File: config.mk
export PLATFORM = sky130hd
export DESIGN_NAME = reg_write_tracer
export DESIGN_NICKNAME = d
export VERILOG_FILES = /design/src/rtl/reg_trace_pkg.sv /design/src/rtl/sync_fifo.sv /design/src/rtl/reg_write_tracer.sv
export SDC_FILE = /design/constraint.sdc
export NUM_CORES = 2
export LEC_CHECK = 0
export ABC_AREA = 1
export CAP_MARGIN = 20
export CELL_PAD_IN_SITES_DETAIL_PLACEMENT = 1
export CELL_PAD_IN_SITES_GLOBAL_PLACEMENT = 1
export CORE_MARGIN = 2
export CORE_UTILIZATION = 40
export DETAILED_ROUTE_END_ITERATION = 6
export GPL_ROUTABILITY_DRIVEN = 0
export PLACE_DENSITY_LB_ADDON = 0.1
export RECOVER_POWER = 50
export SYNTH_ARGS = -nofsm -noshare
export SYNTH_HDL_FRONTEND = slang
export SYNTH_SLANG_ARGS = --single-unit
File: constraint.sdc
create_clock -name clk -period 3.89 [get_ports clk]
set_input_delay 0.5835 -clock clk [delete_from_list [all_inputs] [get_ports clk]]
set_output_delay 0.5835 -clock clk [all_outputs]
set_load 0.01 [all_outputs]
File: src/rtl/reg_trace_pkg.sv
// Shared types, reset values and width helpers for the register-write tracer.
// Revision: 1.0 - initial release
`default_nettype none

package reg_trace_pkg;

  localparam int DEF_DATA_W = 32;
  localparam int DEF_ADDR_W = 5;
  localparam int DEF_SEQ_W  = 16;

  // Trace record at the default widths; the top builds a local struct of the
  // same shape when its widths are overridden.
  typedef struct packed {
    logic [DEF_ADDR_W-1:0] addr;
    logic [DEF_DATA_W-1:0] data;
    logic [DEF_SEQ_W-1:0]  seq;
  } trace_entry_t;

  localparam logic RST_SHADOW_BIT = 1'b0;
  localparam logic RST_DIRTY_BIT  = 1'b0;
  localparam logic RST_SEQ_BIT    = 1'b0;
  localparam logic RST_OVERFLOW   = 1'b0;

  function automatic int addr_width(input int num_regs);
    return (num_regs <= 2) ? 1 : $clog2(num_regs);
  endfunction

endpackage

`default_nettype wire

File: src/rtl/sync_fifo.sv
// First-word-fall-through synchronous FIFO with pointer+count bookkeeping.
// Revision: 1.0 - initial release
`default_nettype none

module sync_fifo #(
  parameter type T     = logic [7:0],
  parameter int  DEPTH = 16
) (
  input  logic                   clk,
  input  logic                   rst,
  input  logic                   push,
  input  T                       din,
  input  logic                   pop,
  output T                       dout,
  output logic                   valid,
  output logic                   full,
  output logic [$clog2(DEPTH):0] count
);

  localparam int PTR_W = $clog2(DEPTH);
  localparam int CNT_W = PTR_W + 1;

  logic [PTR_W-1:0] wr_ptr_q, wr_ptr_d;
  logic [PTR_W-1:0] rd_ptr_q, rd_ptr_d;
  logic [CNT_W-1:0] count_q, count_d;
  logic             do_push, do_pop;
  T                 mem_q [DEPTH];

  always_comb begin
    full     = (count_q == CNT_W'(DEPTH));
    do_pop   = pop && (count_q != '0);
    // A pop in the same cycle frees the slot, so a full FIFO still accepts.
    do_push  = push && (!full || do_pop);
    wr_ptr_d = do_push ? wr_ptr_q + 1'b1 : wr_ptr_q;
    rd_ptr_d = do_pop  ? rd_ptr_q + 1'b1 : rd_ptr_q;
    count_d  = count_q + CNT_W'(do_push) - CNT_W'(do_pop);
  end

  always_ff @(posedge clk) begin
    if (rst) begin
      wr_ptr_q <= '0;
      rd_ptr_q <= '0;
      count_q  <= '0;
    end else begin
      wr_ptr_q <= wr_ptr_d;
      rd_ptr_q <= rd_ptr_d;
      count_q  <= count_d;
    end
  end

  always_ff @(posedge clk) begin
    if (do_push) mem_q[wr_ptr_q] <= din;
  end

  assign dout  = mem_q[rd_ptr_q];
  assign valid = (count_q != '0);
  assign count = count_q;

endmodule

`default_nettype wire

File: src/rtl/reg_write_tracer.sv
// Observes the register-write port: shadow register file, dirty mask and a
// sequence-tagged trace FIFO with sticky overflow reporting.
// Revision: 1.0 - initial release
`default_nettype none

module reg_write_tracer
  import reg_trace_pkg::*;
#(
  parameter int DATA_W        = 32,
  parameter int NUM_REGS      = 32,
  parameter int ADDR_W        = 5,
  parameter int TRACE_DEPTH   = 16,
  parameter int SEQ_W         = 16,
  parameter bit SKIP_ZERO_REG = 1'b1
) (
  input  logic                         clk,
  input  logic                         rst,
  input  logic                         wr_valid,
  input  logic [ADDR_W-1:0]            wr_addr,
  input  logic [DATA_W-1:0]            wr_data,
  input  logic                         clear_dirty,
  input  logic [ADDR_W-1:0]            shadow_raddr,
  output logic [DATA_W-1:0]            shadow_rdata,
  output logic [NUM_REGS-1:0]          dirty_mask,
  output logic                         trace_valid,
  input  logic                         trace_ready,
  output logic [ADDR_W-1:0]            trace_addr,
  output logic [DATA_W-1:0]            trace_data,
  output logic [SEQ_W-1:0]             trace_seq,
  output logic [$clog2(TRACE_DEPTH):0] trace_count,
  output logic                         overflow
);

  typedef struct packed {
    logic [ADDR_W-1:0] addr;
    logic [DATA_W-1:0] data;
    logic [SEQ_W-1:0]  seq;
  } entry_t;

  generate
    if (ADDR_W != addr_width(NUM_REGS)) begin : g_addr_w_check
      $error("ADDR_W does not match NUM_REGS");
    end
  endgenerate

  logic              waddr_ok, raddr_ok;
  logic              accept, pop_fire, fifo_full;
  logic [DATA_W-1:0] shadow_q [NUM_REGS];
  logic [DATA_W-1:0] shadow_d [NUM_REGS];
  logic [DATA_W-1:0] shadow_rdata_q, shadow_rdata_d;
  logic [NUM_REGS-1:0] dirty_q, dirty_d;
  logic [SEQ_W-1:0]  seq_q, seq_d;
  logic              overflow_q, overflow_d;
  entry_t            push_entry, head_entry;

  // Range checks collapse to constants when the address space is fully populated.
  generate
    if (NUM_REGS == (1 << ADDR_W)) begin : g_full_range
      assign waddr_ok = 1'b1;
      assign raddr_ok = 1'b1;
    end else begin : g_partial_range
      assign waddr_ok = (32'(wr_addr) < NUM_REGS);
      assign raddr_ok = (32'(shadow_raddr) < NUM_REGS);
    end
  endgenerate

  always_comb begin
    accept   = wr_valid && waddr_ok && !(SKIP_ZERO_REG && (wr_addr == '0));
    pop_fire = trace_valid && trace_ready;

    shadow_d = shadow_q;
    if (accept) shadow_d[wr_addr] = wr_data;

    dirty_d = clear_dirty ? {NUM_REGS{RST_DIRTY_BIT}} : dirty_q;
    if (accept) dirty_d[wr_addr] = 1'b1;

    // Sequence advances on every accepted write, dropped or not.
    seq_d      = seq_q + SEQ_W'(accept);
    overflow_d = overflow_q || (accept && fifo_full && !pop_fire);

    if (!raddr_ok)
      shadow_rdata_d = '0;
    else if (accept && (wr_addr == shadow_raddr))
      shadow_rdata_d = wr_data;
    else
      shadow_rdata_d = shadow_q[shadow_raddr];

    push_entry = '{addr: wr_addr, data: wr_data, seq: seq_q};
  end

  always_ff @(posedge clk) begin
    if (rst) begin
      for (int i = 0; i < NUM_REGS; i++) shadow_q[i] <= {DATA_W{RST_SHADOW_BIT}};
      shadow_rdata_q <= {DATA_W{RST_SHADOW_BIT}};
      dirty_q        <= {NUM_REGS{RST_DIRTY_BIT}};
      seq_q          <= {SEQ_W{RST_SEQ_BIT}};
      overflow_q     <= RST_OVERFLOW;
    end else begin
      shadow_q       <= shadow_d;
      shadow_rdata_q <= shadow_rdata_d;
      dirty_q        <= dirty_d;
      seq_q          <= seq_d;
      overflow_q     <= overflow_d;
    end
  end

  sync_fifo #(
    .T     (entry_t),
    .DEPTH (TRACE_DEPTH)
  ) u_trace_fifo (
    .clk   (clk),
    .rst   (rst),
    .push  (accept),
    .din   (push_entry),
    .pop   (trace_ready),
    .dout  (head_entry),
    .valid (trace_valid),
    .full  (fifo_full),
    .count (trace_count)
  );

  assign trace_addr   = head_entry.addr;
  assign trace_data   = head_entry.data;
  assign trace_seq    = head_entry.seq;
  assign shadow_rdata = shadow_rdata_q;
  assign dirty_mask   = dirty_q;
  assign overflow     = overflow_q;

endmodule

`default_nettype wire

Word level (Yosys, flattened, before mapping)
Memories as Yosys holds them, arrays and structs flattened. A register that Yosys moved wholly into a read port is not among the register bits.
Index checks and enable logic that the tools add are counted.

cells by class
  add/subtract/negate cells = 5
  $mul = 0
  divide/modulo/power cells = 0
  magnitude comparators = 5
  equal/unequal tests = 2
  shift operators = 0
  muxes and demuxes = 15
  bitwise operators = 3
  reductions and logical operators = 15

operators with widths
  cell                                                                           number
  1024-bit bitwise mux                                                           1
  32-bit 2-to-1 mux                                                              6
  32-bit binary-select mux with 5-bit select                                     1
  32-bit demux with 5-bit select                                                 1
  32-bit OR                                                                      1
  16-bit by 1-bit adder with 16-bit output                                       1
  6-bit >= comparator (second input constant)                                    2
  5-bit NOT with 6-bit output                                                    2
  4-bit by 1-bit adder with 4-bit output (second input constant)                 2
  1-bit logical AND                                                              8
  4-bit 2-to-1 mux                                                               2
  5-bit by 6-bit less-than comparator with 1-bit output (second input constant)  1
  6-bit by 1-bit less-than comparator with 1-bit output (second input constant)  1
  5-bit by 1-bit adder with 5-bit output                                         1
  1-bit demux with 5-bit select                                                  1
  5-bit == test                                                                  1
  5-bit == test (second input constant)                                          1
  5-bit by 1-bit >= comparator with 1-bit output (second input constant)         1
  5-bit logical NOT                                                              1
  5-bit nonzero test                                                             1
  5-bit by 1-bit subtractor with 5-bit output                                    1
  1-bit logical NOT                                                              3
  1-bit 2-to-1 mux                                                               3
  1-bit logical OR                                                               2

word-level totals
  bits in registers = 1118
  latch bits = 0
  memory bits (writable) = 848
  bits in read-only memories = 0
  input port bits = 47
  output and inout bits = 124
  memories kept = 1

memory list
  memory              words  bits a word  rd ports  clocked after memory_dff  write ports  line             text
  u_trace_fifo.mem_q  16     53           1         1                         1            sync_fifo.sv:27  T mem_q [DEPTH];

Depth between registers and ports, before layout
  word-level depth = 6
  depth in mapped cells = 16
  gate-level depth less buffers = 16

Hierarchy
A second synthesis with hierarchy kept.

second synthesis, totals
  cells, all modules = 10431
  area, all modules = 85375.6 um^2

by module, submodules not included
  module            instances  cells an instance  area an instance (um^2)  sequential area each (um^2)
  reg_write_tracer  1          6885               48352.6                  22121.2
  sync_fifo         1          3546               37023.0                  25804.7

Worst setup path before layout
No wires, ideal clock.

  kind = input-to-reg
  start = in wr_addr[2]
  end = mem u_trace_fifo.mem_q[11][0] in the netlist's numbering (enable)
  library setup time = 464 ps
  arrival = 3463 ps
  required time = 3426 ps
  setup slack = -37 ps
  cell stages on the path = 8
  path buffers = 0
  cells stage by stage = nor3_1 nand2_1 nand2_1 inv_1 nand2_1 inv_1 nand3_1 nor2_1

on the way
  longest elaborated chain between the ends = 6

ends and longest elaborated chain
  what                                    line                    text
  from (decl)                             reg_write_tracer.sv:19  input logic [ADDR_W-1:0] wr_addr,
  5-bit logical NOT                       reg_write_tracer.sv:68  accept = wr_valid && waddr_ok && !(SKIP_ZERO_REG && (wr_addr == '0));
  1-bit logical NOT                       reg_write_tracer.sv:68
  1-bit logical AND                       reg_write_tracer.sv:68
  1-bit logical AND                       sync_fifo.sv:33         do_push = push && (!full || do_pop);
  1-bit 2-to-1 mux                        sync_fifo.sv:52         if (do_push) mem_q[wr_ptr_q] <= din;
  1-bit 2-to-1 mux (not written as such)  sync_fifo.sv:52
  to (decl)                               sync_fifo.sv:27

Every way passes these cells.

==> metrics <==
Final Cell Area=93800 µm²; Worst setup SP type=flip-flop; Setup TNS Final=0 ns; R2R cell count=10; failing checks=capacitance limit, slew limit; M3 GR Usage=0.0302; endpoints failing hold=0; clk_lat worst skew=0.86 ns; syn_nets=9255; GRT Overall Usage=0.278; LEAKAGE=0.0346 µW; port bufs=170; final setup fails=0; DRC viols=0; Final Instance Count excl. Fillers=11.9k; Seq/Total Area, Yosys=0.582; Most Crowded Layer GR=met2; die area=210000 µm²; CTS Buf Count=214; CTS tree=done; Peak Freq=267 MHz; Detail Route Antenna Nets=0; die height=458 µm; R2R Setup Slk=0.63 ns; final worst clock skew=0.0320 ns; # nets final=9106; top post-synthesis cells by area=edfxtp_1, dfxtp_1, o21ai_0, a21oi_1, inv_1; share of the synthesized area in the top cell type=0.309; DRT Wirelength=296000 µm; drt wl/cell=24.8 µm; Slew HR=-1.47; routing usage on met2=0.475; Yosys Warn Count=0; Via Count=66.2k; critical path endpoint category=output pin; Overflow after GRT=0; crit path DAT=3.17 ns; clock sinks=1970; Cell Area, Synth=82400 µm²; Clock Tree Buf Depth=3; clock root buffer master=clkbuf_16; Std-Cell Rows=166; DP Wirelength=174000 µm; largest net degree at the start of global routing=141; IO Count=171; Post-Place Cell Area=87100 µm²; Final min period=3.75 ns; WS Path Type=flip-flop to output pin; Seq cells post-synth=1970; Initial Utilization=0.403; share of cells above drive strength 1=0.0647; count of unique library cells instantiated by Yosys=32; Area growth, synth to finish=13.9%; Via density=5.55; most common flop cell mapped by yosys=dfxtp_1; RSZ-0062 raised after global routing=false; Core ar.=205000 µm²; CTS clock-pin slew for the worst setup and hold paths=0.06 ns; Cells after Synth=9194; PwrDens=532 nW/µm²; top-count cell post-synth=o21ai_0; Pins Over Slew Limit=974; top cells by count, synth=o21ai_0, dfxtp_1, inv_1, a21oi_1, edfxtp_1; ys async rst share=0; DR iter-0 viols=4739; initial antenna violation count=11; Peak supply drop=0.462 mV; first-pass GRT wire length=441000 µm; post-synth top area cell=edfxtp_1; met1 usage=0.359; placed cell count=11.5k; synthesized area per cell=8.96 µm²; drt pass-1 iters=6; status=finished with violations; Max-cap violations=31; critical path peak fanout=24; worst min path class=input pin to flip-flop; die span in x=458 µm; required time of the critical path=3.31 ns; worst-margin pin slew=3.71 ns; H-tree levels=4; hold path cells=2; vias in the first global route=67.6k; EDFF count, synth=848; period utilization=0.964; Final Core Density=0.459
[where the power goes]
part           internal [µW]  switching [µW]
Clock                  11700            8680
Sequential             21900             218
Combinational           2520            4840
Total                  36100           13700
[logic make-up (layout without fill, tap and decap cells)]
logic type               count (synthesis)  count (layout)  synth area share
XOR/XNOR                                 8               8          0.000851
other                                    0              10                 0
AND/OR/NAND/NOR                       2360            2360             0.120
buffers and inverters                 1817            1849            0.0853
flip-flops                            1970            1970             0.582
multiplexers                           212             212            0.0258
AO/OA/AOI/OAI                         2813            2813             0.184
adder cells (fa/ha/maj)                 14              14           0.00222
[routing by layer]
metal / wire length (µm) / share of wire
met1: 128000 / 0.43
met2: 143000 / 0.48
met3: 12300 / 0.041
met4: 12800 / 0.043
met5: 0 / 0
[flip-flops by register name, summed over array words and instances (netlist names), named ones only]
signal	cells
seq_q	16
shadow_rdata	32
u_trace_fifo.count	5
dirty_mask	32
u_trace_fifo.wr_ptr_q	4
u_trace_fifo.mem_q	848
overflow	1
shadow_q	1024
u_trace_fifo.rd_ptr_q	4
[metrics by stage]
step	hold slack, ns	setup WS, ns	power, µW
finish	0.283	0.141	49900
global route	0.278	0.00178	51800
CTS	0.122	0.00473	50300
detailed placement	0.419	0.00748	29900
global placement	0.412	0.0769	29800
floorplan	0.400	-0.0367	26700
[cell usage in the layout (no fill, tap or decap), types with 15 or more instances in the layout]
master,Yosys,routed
clkbuf_1,605,127
dlygate4sd3_1,0,54
inv_2,9,17
o22ai_1,31,31
edfxtp_1,848,848
clkdlybuf4s50_1,0,79
nand2_1,791,784
dfxtp_1,1122,1118
clkbuf_8,0,26
nor3_1,16,17
nand3_1,736,736
clkinv_1,2,36
clkinv_2,0,41
a21oi_1,976,976
clkbuf_16,0,217
o21ai_0,1382,1381
o211ai_1,420,420
buf_4,3,133
inv_1,1007,989
nor2_1,800,792
bufinv_16,0,15
buf_12,0,61
mux2i_1,212,212
[final cells by class]
type	count	area [µm²]
clock buffers	298	5970
diodes	10	25.0
multi-input cells	5407	27500
fillers	23200	111000
well taps	2688	3360
flip-flops and latches	1970	47900
repair buffers	434	4200
inverters	1018	3850
clock inverters	99	986
[path summary, 6_finish.rpt]
path                                    startpoint                             endpoint
hold / removal                         clear_dirty             dirty_mask[0]$_SDFF_PP0_
hold reg to reg        shadow_q[1001]$_SDFFE_PP0P_          shadow_q[1001]$_SDFFE_PP0P_
setup reg to reg  u_trace_fifo.count[2]$_SDFF_PP0_  u_trace_fifo.mem_q[7][28]$_DFFE_PP_
setup / recovery                         flip-flop                        trace_seq[14]
[critical path, cell delays in order (launching register included)]
cell and delay (ns):
dfxtp_4 0.36, clkinv_2 0.42, buf_12 0.37, o211ai_1 0.14
o211ai_1 0.20, nand2_1 0.12, clkdlybuf4s50_1 0.66
[what timing repair did]
action	in CTS	in global routing
cloned	0	1
hold buffers	1	0
resized for setup	3	6
buffers inserted	2	2
endpoints found under the setup margin	12	7
endpoints found under the hold margin	3	0
Power figures use the tool's default switching activity.
